## src/rtl/isa_pkg.sv

```systemverilog
// isa_pkg: shared ISA definitions for the instruction encoder/loader.
//   mnem_t   : mnemonic codes accepted on the command stream (codes 19..31 illegal)
//   fmt_t    : operand format, selects which register/immediate fields are kept
//   state_t  : loader FSM states
//   pack_instr(): assembles the 32-bit word from its fields
// Word layout, LSB first: opcode[2:0] funct2[4:3] rd[8:5] rs1[12:9] rs2[16:13] imm[31:17].
package isa_pkg;

    typedef enum logic [4:0] {
        MN_ADDP  = 5'd0,
        MN_SUBP  = 5'd1,
        MN_MULP  = 5'd2,
        MN_DIVP  = 5'd3,
        MN_ANDP  = 5'd4,
        MN_ORP   = 5'd5,
        MN_CMPP  = 5'd6,
        MN_ADDIP = 5'd7,
        MN_SLLIP = 5'd8,
        MN_SRLIP = 5'd9,
        MN_LB    = 5'd10,
        MN_LW    = 5'd11,
        MN_SB    = 5'd12,
        MN_SW    = 5'd13,
        MN_BLTP  = 5'd14,
        MN_BGEP  = 5'd15,
        MN_JUMP  = 5'd16,
        MN_NOP   = 5'd17,
        MN_END   = 5'd18
    } mnem_t;

    // R: rd,rs1,rs2   I: rd,rs1,imm   SB: rs1,rs2,imm   J: imm only   NONE: no operands
    typedef enum logic [2:0] {
        FMT_R,
        FMT_I,
        FMT_SB,
        FMT_J,
        FMT_NONE
    } fmt_t;

    typedef enum logic [1:0] {
        ST_IDLE,
        ST_LOAD,
        ST_DONE,
        ST_ERR
    } state_t;

    localparam logic [2:0] OP_ARITH  = 3'b000;
    localparam logic [2:0] OP_LOGIC  = 3'b001;
    localparam logic [2:0] OP_IMM    = 3'b010;
    localparam logic [2:0] OP_LOAD   = 3'b011;
    localparam logic [2:0] OP_STORE  = 3'b100;
    localparam logic [2:0] OP_BRANCH = 3'b101;

    localparam int unsigned OPC_LSB  = 0;
    localparam int unsigned F2_LSB   = 3;
    localparam int unsigned RD_LSB   = 5;
    localparam int unsigned RS1_LSB  = 9;
    localparam int unsigned RS2_LSB  = 13;
    localparam int unsigned IMM_LSB  = 17;
    localparam int unsigned IMM_BITS = 15;

    function automatic logic [31:0] pack_instr(
        input logic [2:0]          op,
        input logic [1:0]          f2,
        input logic [3:0]          rd,
        input logic [3:0]          rs1,
        input logic [3:0]          rs2,
        input logic [IMM_BITS-1:0] imm
    );
        return (32'(op)  << OPC_LSB) |
               (32'(f2)  << F2_LSB)  |
               (32'(rd)  << RD_LSB)  |
               (32'(rs1) << RS1_LSB) |
               (32'(rs2) << RS2_LSB) |
               (32'(imm) << IMM_LSB);
    endfunction

endpackage

```

## src/rtl/instr_encode.sv

```systemverilog
// instr_encode: combinational mnemonic + operand fields -> instruction word.
//   mnem_i    : mnemonic code (isa_pkg::mnem_t)
//   rd_i/rs1_i/rs2_i : register fields
//   imm_i     : signed 16-bit immediate, low 15 bits are encoded
//   word_o    : encoded instruction (unused operand fields forced to zero)
//   legal_o   : mnemonic is one of the defined codes (END included)
//   trunc_o   : the immediate is used by this mnemonic and does not fit 15 bits signed
module instr_encode
    import isa_pkg::*;
(
    input  logic [4:0]  mnem_i,
    input  logic [3:0]  rd_i,
    input  logic [3:0]  rs1_i,
    input  logic [3:0]  rs2_i,
    input  logic [15:0] imm_i,
    output logic [31:0] word_o,
    output logic        legal_o,
    output logic        trunc_o
);

    logic [2:0] op;
    logic [1:0] f2;
    fmt_t       fmt;
    logic       use_rd, use_rs1, use_rs2, use_imm;

    always_comb begin
        op      = '0;
        f2      = '0;
        fmt     = FMT_NONE;
        legal_o = 1'b1;
        case (mnem_i)
            MN_ADDP:  begin op = OP_ARITH;  f2 = 2'd0; fmt = FMT_R;  end
            MN_SUBP:  begin op = OP_ARITH;  f2 = 2'd1; fmt = FMT_R;  end
            MN_MULP:  begin op = OP_ARITH;  f2 = 2'd2; fmt = FMT_R;  end
            MN_DIVP:  begin op = OP_ARITH;  f2 = 2'd3; fmt = FMT_R;  end
            MN_ANDP:  begin op = OP_LOGIC;  f2 = 2'd0; fmt = FMT_R;  end
            MN_ORP:   begin op = OP_LOGIC;  f2 = 2'd1; fmt = FMT_R;  end
            MN_CMPP:  begin op = OP_LOGIC;  f2 = 2'd2; fmt = FMT_R;  end
            MN_ADDIP: begin op = OP_IMM;    f2 = 2'd0; fmt = FMT_I;  end
            MN_SLLIP: begin op = OP_IMM;    f2 = 2'd1; fmt = FMT_I;  end
            MN_SRLIP: begin op = OP_IMM;    f2 = 2'd2; fmt = FMT_I;  end
            MN_LB:    begin op = OP_LOAD;   f2 = 2'd0; fmt = FMT_I;  end
            MN_LW:    begin op = OP_LOAD;   f2 = 2'd1; fmt = FMT_I;  end
            MN_SB:    begin op = OP_STORE;  f2 = 2'd0; fmt = FMT_SB; end
            MN_SW:    begin op = OP_STORE;  f2 = 2'd1; fmt = FMT_SB; end
            MN_BLTP:  begin op = OP_BRANCH; f2 = 2'd0; fmt = FMT_SB; end
            MN_BGEP:  begin op = OP_BRANCH; f2 = 2'd1; fmt = FMT_SB; end
            MN_JUMP:  begin op = OP_BRANCH; f2 = 2'd2; fmt = FMT_J;  end
            // NOP is addip r0,r0,0: only the opcode survives
            MN_NOP:   begin op = OP_IMM;    f2 = 2'd0; fmt = FMT_NONE; end
            MN_END:   begin fmt = FMT_NONE; end
            default:  begin legal_o = 1'b0; end
        endcase
    end

    assign use_rd  = (fmt == FMT_R) || (fmt == FMT_I);
    assign use_rs1 = (fmt == FMT_R) || (fmt == FMT_I) || (fmt == FMT_SB);
    assign use_rs2 = (fmt == FMT_R) || (fmt == FMT_SB);
    assign use_imm = (fmt == FMT_I) || (fmt == FMT_SB) || (fmt == FMT_J);

    // A 16-bit value fits 15 bits signed iff its top two bits agree
    assign trunc_o = use_imm && (imm_i[15] != imm_i[14]);

    assign word_o = pack_instr(op, f2,
                               use_rd  ? rd_i  : 4'd0,
                               use_rs1 ? rs1_i : 4'd0,
                               use_rs2 ? rs2_i : 4'd0,
                               use_imm ? imm_i[IMM_BITS-1:0] : '0);

endmodule

```

## src/rtl/instr_encoder_loader.sv

```systemverilog
// instr_encoder_loader: accepts mnemonic commands over valid/ready, encodes them and
// writes the words sequentially into instruction memory while holding the core in reset.
//   clk, rst_n        : clock, asynchronous active-low reset
//   start             : pulse, (re)starts a load session from BASE_ADDR
//   cmd_*             : command stream (cmd_ready high only while loading)
//   imem_we/addr/wdata: registered write port, one cycle after acceptance
//   core_rst_n, done  : high only once END has been accepted
//   error             : illegal mnemonic or memory overflow (cleared by start)
//   imm_trunc         : sticky, an encoded immediate did not fit 15 bits signed
//   instr_count       : words written this session
module instr_encoder_loader
    import isa_pkg::*;
#(
    parameter int unsigned IMEM_DEPTH = 256,
    parameter int unsigned INSTR_W    = 32,
    parameter int unsigned BASE_ADDR  = 0
) (
    input  logic                          clk,
    input  logic                          rst_n,
    input  logic                          start,
    input  logic                          cmd_valid,
    output logic                          cmd_ready,
    input  logic [4:0]                    cmd_mnem,
    input  logic [3:0]                    cmd_rd,
    input  logic [3:0]                    cmd_rs1,
    input  logic [3:0]                    cmd_rs2,
    input  logic [15:0]                   cmd_imm,
    output logic                          imem_we,
    output logic [$clog2(IMEM_DEPTH)-1:0] imem_addr,
    output logic [INSTR_W-1:0]            imem_wdata,
    output logic                          core_rst_n,
    output logic                          done,
    output logic                          error,
    output logic                          imm_trunc,
    output logic [$clog2(IMEM_DEPTH):0]   instr_count
);

    localparam int unsigned AW      = $clog2(IMEM_DEPTH);
    localparam logic [AW:0] DEPTH_A = (AW+1)'(IMEM_DEPTH);
    localparam logic [AW:0] BASE_A  = (AW+1)'(BASE_ADDR);

    state_t             state_q, state_d;
    logic [AW:0]        addr_q;
    logic [AW:0]        count_q;
    logic [AW-1:0]      waddr_q;
    logic [INSTR_W-1:0] wdata_q;
    logic               we_q;
    logic               error_q;
    logic               trunc_q;

    logic               accept;
    logic               do_write;
    logic               err_set;
    logic [31:0]        enc_word;
    logic               enc_legal;
    logic               enc_trunc;

    instr_encode u_encode (
        .mnem_i  (cmd_mnem),
        .rd_i    (cmd_rd),
        .rs1_i   (cmd_rs1),
        .rs2_i   (cmd_rs2),
        .imm_i   (cmd_imm),
        .word_o  (enc_word),
        .legal_o (enc_legal),
        .trunc_o (enc_trunc)
    );

    // A restart pulse takes precedence, so a command presented alongside it is
    // held off rather than accepted and silently discarded.
    assign cmd_ready = (state_q == ST_LOAD) && !start;
    assign accept    = cmd_valid && cmd_ready;

    always_comb begin
        state_d  = state_q;
        do_write = 1'b0;
        err_set  = 1'b0;
        case (state_q)
            ST_IDLE, ST_DONE, ST_ERR: begin
                if (start) state_d = ST_LOAD;
            end
            ST_LOAD: begin
                if (accept) begin
                    if (!enc_legal) begin
                        state_d = ST_ERR;
                        err_set = 1'b1;
                    end else if (cmd_mnem == MN_END) begin
                        state_d = ST_DONE;
                    end else if (addr_q == DEPTH_A) begin
                        state_d = ST_ERR;
                        err_set = 1'b1;
                    end else begin
                        do_write = 1'b1;
                    end
                end
            end
            default: state_d = ST_IDLE;
        endcase
    end

    always_ff @(posedge clk or negedge rst_n) begin
        if (!rst_n) begin
            state_q <= ST_IDLE;
        end else begin
            state_q <= state_d;
        end
    end

    always_ff @(posedge clk or negedge rst_n) begin
        if (!rst_n) begin
            addr_q  <= '0;
            count_q <= '0;
            waddr_q <= '0;
            wdata_q <= '0;
            we_q    <= 1'b0;
            error_q <= 1'b0;
            trunc_q <= 1'b0;
        end else begin
            // we_q reflects only the previous cycle's accept, so a write in flight
            // when start arrives still completes.
            we_q <= do_write;
            if (do_write) begin
                waddr_q <= addr_q[AW-1:0];
                wdata_q <= INSTR_W'(enc_word);
                addr_q  <= addr_q + 1'b1;
                count_q <= count_q + 1'b1;
                if (enc_trunc) trunc_q <= 1'b1;
            end
            if (err_set) error_q <= 1'b1;
            if (start) begin
                addr_q  <= BASE_A;
                count_q <= '0;
                error_q <= 1'b0;
                trunc_q <= 1'b0;
            end
        end
    end

    assign imem_we     = we_q;
    assign imem_addr   = waddr_q;
    assign imem_wdata  = wdata_q;
    assign core_rst_n  = (state_q == ST_DONE);
    assign done        = (state_q == ST_DONE);
    assign error       = error_q;
    assign imm_trunc   = trunc_q;
    assign instr_count = count_q;

endmodule

```

## config.mk

```make
export PLATFORM = sky130hd
export DESIGN_NAME = instr_encoder_loader
export DESIGN_NICKNAME = d
export VERILOG_FILES = /design/src/rtl/isa_pkg.sv /design/src/rtl/instr_encode.sv /design/src/rtl/instr_encoder_loader.sv
export SDC_FILE = /design/constraint.sdc
export NUM_CORES = 1
export LEC_CHECK = 0
export ABC_AREA = 1
export BUFFER_PORTS_ARGS = -buffer_cell sky130_fd_sc_hd__buf_2
export CAP_MARGIN = 20
export CORE_UTILIZATION = 38
export CTS_CLUSTER_DIAMETER = 50
export CTS_CLUSTER_SIZE = 30
export DETAILED_ROUTE_END_ITERATION = 16
export SYNTH_ARGS = -nofsm -noshare
export SYNTH_HDL_FRONTEND = slang
export SYNTH_SLANG_ARGS = --single-unit
```

## constraint.sdc

```tcl
create_clock -name clk -period 2.3 [get_ports clk]
set_input_delay 0.46 -clock clk [delete_from_list [all_inputs] [get_ports clk]]
set_output_delay 0.46 -clock clk [all_outputs]
set_load 0.005 [all_outputs]
```

* Yosys cells after proc, flatten, opt, wreduce, memory -nomap -nowiden *
Cells that the tools add are included.

storage, ports and cells
  register bits = 63
  input bits = 37
  word-level logic and storage cells = 106

cells by class
  $add $sub $neg = 2
  equality and inequality tests = 29
  multiplexer cells = 33
  bitwise gates (word level) = 5
  reduce and logical (&&, ||, !) cells = 29

operator list
  cell                                            number
  == test 5 x 4 -> 1 bit (second input constant)  8
  two-way mux 9 bit                               4
  OR 32 x 13 -> 32 bit                            1
  OR 32 x 17 -> 32 bit                            1
  OR 32 bit                                       1
  OR 32 x 9 -> 32 bit                             1
  == test 5 x 3 -> 1 bit (second input constant)  4
  OR reduction 19 bit                             1
  adder 9 x 1 -> 9 bit (second input constant)    2
  two-way mux 1 bit                               16
  == test 5 bit (second input constant)           3
  two-way mux 15 bit                              1
  case mux 3 bit (5 select lines)                 1
  two-way mux 4 bit                               3
  case mux 3 bit (4 select lines)                 1
  OR reduction 4 bit                              3
  == test 5 x 2 -> 1 bit (second input constant)  2
  two-way mux 2 bit                               5
  == test 9 bit (second input constant)           1
  OR reduction 3 bit                              3
  OR reduction 7 bit                              1
  == test 3 x 2 -> 1 bit (second input constant)  2
  case mux 2 bit (3 select lines)                 1
  nonzero test 2 bit                              3
  20 further kinds                                29

* Longest topological paths before layout *
  depth after elaboration = 10
  depth in mapped cells = 12
  mapped depth without buffers = 11

* Hierarchy *
Synthesis repeated with hierarchy kept, for this count alone.

unflattened totals
  cells, all modules = 499
  area total of the unflattened synthesis = 3,584.7 sq um

modules (own cells, without submodules)
  module                instances  cells each  area an instance (sq um)  sequential area each (sq um)
  instr_encoder_loader  1          382         3,030.4                   1,576.5
  instr_encode          1          117         554.3                     0.0

* Least setup slack after synthesis *
No wires, ideal clock.

  path type = in2reg
  start = input port cmd_mnem[3]
  end = register waddr_q[3] (netlist: imem_addr[3])
  library setup time = 130 ps
  arrival = 1,519 ps
  required time = 2,170 ps
  path slack = 650 ps
  stages on the path = 11
  buffers on the path = 3
  path through = buf_6 > nor2_4 > nand3_2 > nand2_1 > nor2_2 > nor2_4 > nand2_4 > buf_6 > buf_6 > nand2_1 > o21ai_1

on the way
  word-level cells in the longest chain between the ends = 6
  elaborated cells on any way between the ends = 25
  those cells by class = eq/ne: 18; mux: 5; reduce/logical: 2

ends and longest elaborated chain
  element                                      RTL line                                        text
  start: declaration                           instr_encoder_loader.sv:23                      input logic [4:0] cmd_mnem,
  == test 5 bit, or another cell as far along  instr_encode.sv:31, instr_encoder_loader.sv:87
  OR reduction 19 bit (no line)                -
  two-way mux 1 bit                            instr_encode.sv:31                              case (mnem_i)
  two-way mux 1 bit *                          instr_encoder_loader.sv:84                      if (!enc_legal) begin
  two-way mux 1 bit *                          instr_encoder_loader.sv:83                      if (accept) begin
  two-way mux 1 bit *                          instr_encoder_loader.sv:78                      case (state_q)
  end signal: assignment                       instr_encoder_loader.sv:123                     waddr_q <= addr_q[AW-1:0];
  end: declaration                             instr_encoder_loader.sv:45                      logic [AW-1:0] waddr_q;

Every way passes the cells marked *; elsewhere a longest branch is shown, timed or not.
A chain may end at the register's enable or synchronous reset.

* Worst setup path after layout *
  start = register addr_q[0]
  end = register waddr_q[2] (netlist: imem_addr[2])

on the way
  word-level cells in the longest chain between the ends = 6

ends and longest elaborated chain
  element                   RTL line                     text
  start: declaration        instr_encoder_loader.sv:43   logic [AW:0] addr_q;
  start signal: assignment  instr_encoder_loader.sv:125  addr_q <= addr_q + 1'b1;
  == test 9 bit             instr_encoder_loader.sv:89   end else if (addr_q == DEPTH_A) begin
  two-way mux 1 bit         instr_encoder_loader.sv:89
  two-way mux 1 bit         instr_encoder_loader.sv:87   end else if (cmd_mnem == MN_END) begin
  two-way mux 1 bit         instr_encoder_loader.sv:84
  two-way mux 1 bit         instr_encoder_loader.sv:83
  two-way mux 1 bit         instr_encoder_loader.sv:78
  net do_write              instr_encoder_loader.sv:52   logic do_write;

The timed path passes the listed nets, and every way through them passes these cells.

==> results_dict.tcl <==
set metrics [dict create \
    outcome "finished, final reports clean" \
    critical_path.max_fanout 22 \
    drt-vias-per-instance 4.805 \
    finalCriticalPeriod_ns 1.887 \
    layout_setup_ws_ns 0.4130 \
    clkTransAtPathRegs_ns 0.07 \
    clock_skew_ns 0.01111 \
    gp_routability_congestion 0.8799 \
    cts-root-buf "sky130_fd_sc_hd__clkbuf_8" \
    grt_remaining_overflow 0 \
    placement.io_buffers 91 \
    synth_largest_area_cell "sky130_fd_sc_hd__dfrtp_1" \
    p_leak_nw 2.229 \
    final_layout_size_suffix_gt1_share_pct 25.25 \
    routed_antenna_nets 0 \
    first_pass_iters 4 \
    worst_r2r_startpoint "addr_q[0]$_DFFE_PN0P_" \
    ys_warn_count 0 \
    crit_required_ns 2.54 \
    first_iter_violations 116 \
    path_class "register to register" \
    cp-start-kind "register" \
    synthToLayoutAreaGrowth_pct 22.01 \
    antenna_found_initial 0 \
    cts.htree.levels 3 \
    rr_endpoint "imem_addr[2]$_DFFE_PN0P_" \
    totalWireLength_um 7734 \
    detailroute.via_count 2883 \
    ys_ff_latch 63 \
    peak_vdd_ir_v 0.0003707 \
    syn_avg_cell_area_um2 7.994 \
    rows 33 \
    finalPower_mw 3.134 \
    chipHeight_um 93.85 \
    dieWidth_um 93.85 \
    tns_ns 0 \
    fp.dieArea_mm2 0.008807 \
    final.period_utilization_pct 82.04 \
    synth-seq-area-share_pct 49.18 \
    yosys-top-cells-count "sky130_fd_sc_hd__nand2_1 (129), sky130_fd_sc_hd__dfrtp_1 (63), sky130_fd_sc_hd__nand3_1 (37), sky130_fd_sc_hd__inv_1 (35), sky130_fd_sc_hd__o21ai_0 (23)" \
    cts_tree "yes" \
    dominantRegCellSynth "sky130_fd_sc_hd__dfrtp_1" \
    setup_viol_count_final 0 \
    syn-num-nets 441 \
    avgRoutedWirePerCell_um 12.89 \
    synth_edf_count 0 \
    first_pass_grt_wire_length_um 12950 \
    synth.lib_cells_used.distinct 26 \
    coreArea_mm2 0.008175 \
    via_count_of_the_first_global_routing_pass 2711 \
    critical_path.endpoint_type "register" \
    post_synth_inst_count 401 \
    yosysTopAreaCellShare_pct 49.18 \
    insertion_delay_ns 0.35 \
    timing.max_slew.rel_slack_pct 69.13 \
    start_util_pct 39.21 \
    grt_start_max_net_pins 64 \
    slew_violations 0 \
    cts_made_buffers 9 \
    nets 530 \
    dp_slack_ns 0.3364 \
    hold_path.class "input port to async pin" \
    drc_viols 0 \
    num-fill-cells 817 \
    synthMostInstantiatedCell "sky130_fd_sc_hd__nand2_1" \
    cts_max_path_buffers 2 \
    rsz0062_at_grt "no" \
    transition_time_at_the_pin_with_the_least_slew_margin_ns 0.4594 \
    postSynth.asyncResetShare_pct 100.0 \
    cts.hold.buffers_added 0 \
    total_global_routing_track_utilization_pct 19.13 \
    powerDensity_mw_per_mm2 801.2 \
    r2r.worst_path.cells 12 \
    peak_clock_frequency_supported_by_timing_mhz 529.9 \
    reported_max_cap_violation_count 0 \
    cts_post_setup_buffers_inserted 0 \
    ys_top_cells_by_area "sky130_fd_sc_hd__dfrtp_1 (49%), sky130_fd_sc_hd__nand2_1 (15%), sky130_fd_sc_hd__nand3_1 (5.8%), sky130_fd_sc_hd__inv_1 (4.1%), sky130_fd_sc_hd__nand4_1 (4.1%)" \
    worst-endpoint-arrival_ns 2.13 \
    setup_slack_reg_to_reg_ns 0.41 \
    syn_area_mm2 0.003206 \
    dp_hpwl_um 5428 \
    num_antenna_cells 0 \
    clock-sinks 63 \
    cts_resized 0 \
    final_hold_viol_count 0 \
    num_io_pins 92 \
]
[registers in the layout (all words and copies together), names as in the netlist]
register	count
imem_wdata	32
addr_q	9
instr_count	9
imem_addr	8
state_q	2
error	1
imem_we	1
imm_trunc	1
[worst max-delay path: stages (launching register included)]
cell	delay (ns)
sky130_fd_sc_hd__dfrtp_1	0.42
sky130_fd_sc_hd__inv_1	0.12
sky130_fd_sc_hd__ha_1	0.15
sky130_fd_sc_hd__nand2_1	0.05
sky130_fd_sc_hd__nor3_1	0.12
sky130_fd_sc_hd__nand2_1	0.11
sky130_fd_sc_hd__nand3_1	0.12
sky130_fd_sc_hd__nor2_4	0.06
sky130_fd_sc_hd__nand2_4	0.19
sky130_fd_sc_hd__buf_4	0.23
sky130_fd_sc_hd__inv_2	0.08
sky130_fd_sc_hd__nand2_1	0.07
sky130_fd_sc_hd__nand2_1	0.05
[logic make-up after synthesis]
group / count (synthesis) / synth area share [%]
compound gates: 52 / 8.197
simple gates: 210 / 29.00
buf+inv: 62 / 9.445
flops: 63 / 49.18
fa+ha+maj: 3 / 1.171
xor+xnor: 11 / 3.006
[final cells by class]
cell class	instances	area, µm²	share of cell area, %
flip-flops and latches	63	1577	40.31
multi-input cells	276	1326	33.91
repair buffers	101	555.5	14.20
inverters	39	146.4	3.743
clock buffers	11	141.4	3.615
well taps	105	131.4	3.359
clock inverters	5	33.78	0.8637
[worst max-delay path by stage]
stage,depth (start not counted),to,slack (ns),start
after floorplan,11,imem_addr[3]$_DFFE_PN0P_,0.65,cmd_mnem[3]
final,12,imem_addr[2]$_DFFE_PN0P_,0.41,addr_q[0]$_DFFE_PN0P_
after detailed placement,11,imem_addr[2]$_DFFE_PN0P_,0.34,cmd_mnem[4]
after global routing,12,imem_addr[2]$_DFFE_PN0P_,0.21,addr_q[0]$_DFFE_PN0P_
after global placement,11,imem_wdata[2]$_DFFE_PN0P_,0.39,cmd_mnem[4]
after CTS,12,imem_addr[2]$_DFFE_PN0P_,0.41,addr_q[0]$_DFFE_PN0P_
[placed cells by master (no fill, tap or decap)]
cell                           n
sky130_fd_sc_hd__inv_1        35
sky130_fd_sc_hd__buf_4         8
sky130_fd_sc_hd__ha_1          3
sky130_fd_sc_hd__buf_12        2
sky130_fd_sc_hd__xnor2_1       2
sky130_fd_sc_hd__nor2_4        2
sky130_fd_sc_hd__a21oi_1       5
sky130_fd_sc_hd__inv_2         3
sky130_fd_sc_hd__dfrtp_1      63
sky130_fd_sc_hd__clkbuf_8     10
sky130_fd_sc_hd__clkinv_2      2
sky130_fd_sc_hd__nor2_2        1
sky130_fd_sc_hd__nand2_4       1
sky130_fd_sc_hd__nand3_1      37
sky130_fd_sc_hd__nand2_1     129
sky130_fd_sc_hd__xor2_1        9
sky130_fd_sc_hd__o21ai_0      23
sky130_fd_sc_hd__o21ai_1      22
sky130_fd_sc_hd__clkinv_1      1
sky130_fd_sc_hd__nand4_1      21
sky130_fd_sc_hd__nand3_2       1
sky130_fd_sc_hd__buf_2        91
sky130_fd_sc_hd__clkinvlp_4    2
sky130_fd_sc_hd__a31oi_1       2
sky130_fd_sc_hd__clkbuf_1      1
sky130_fd_sc_hd__clkinv_4      1
sky130_fd_sc_hd__nor3_1        2
sky130_fd_sc_hd__nor2_1       15
sky130_fd_sc_hd__nor3b_2       1
[through the flow]
step | utilization (%) | instances | area (µm²) | hold WS (ns)
global placement | 45.70 | 584 | 3736 | 0.4638
CTS | 47.84 | 600 | 3911 | 0.1271
global route | 47.84 | 600 | 3911 | 0.1287
detailed placement | 45.70 | 584 | 3736 | 0.4690
floorplan | - | 401 | 3206 | 0.1644
finish | 47.84 | 600 | 3911 | 0.1160
[metal layers]
layer | global-route usage (%) | part of all wire, %
met1 | 24.52 | 47
met5 | 0 | 0
met4 | 9.231 | 3.0
met2 | 30.60 | 46
met3 | 4.045 | 4.0
[power by group]
| group | switching [mW] | internal [mW] | total, mW |
|---|---|---|---|
| clock | 0.450 | 0.418 | 0.869 |
| combinational | 0.463 | 0.348 | 0.811 |
| sequential | 0.116 | 1.34 | 1.45 |
| total | 1.03 | 2.10 | 3.13 |
Power figures use the tool's default switching activity.
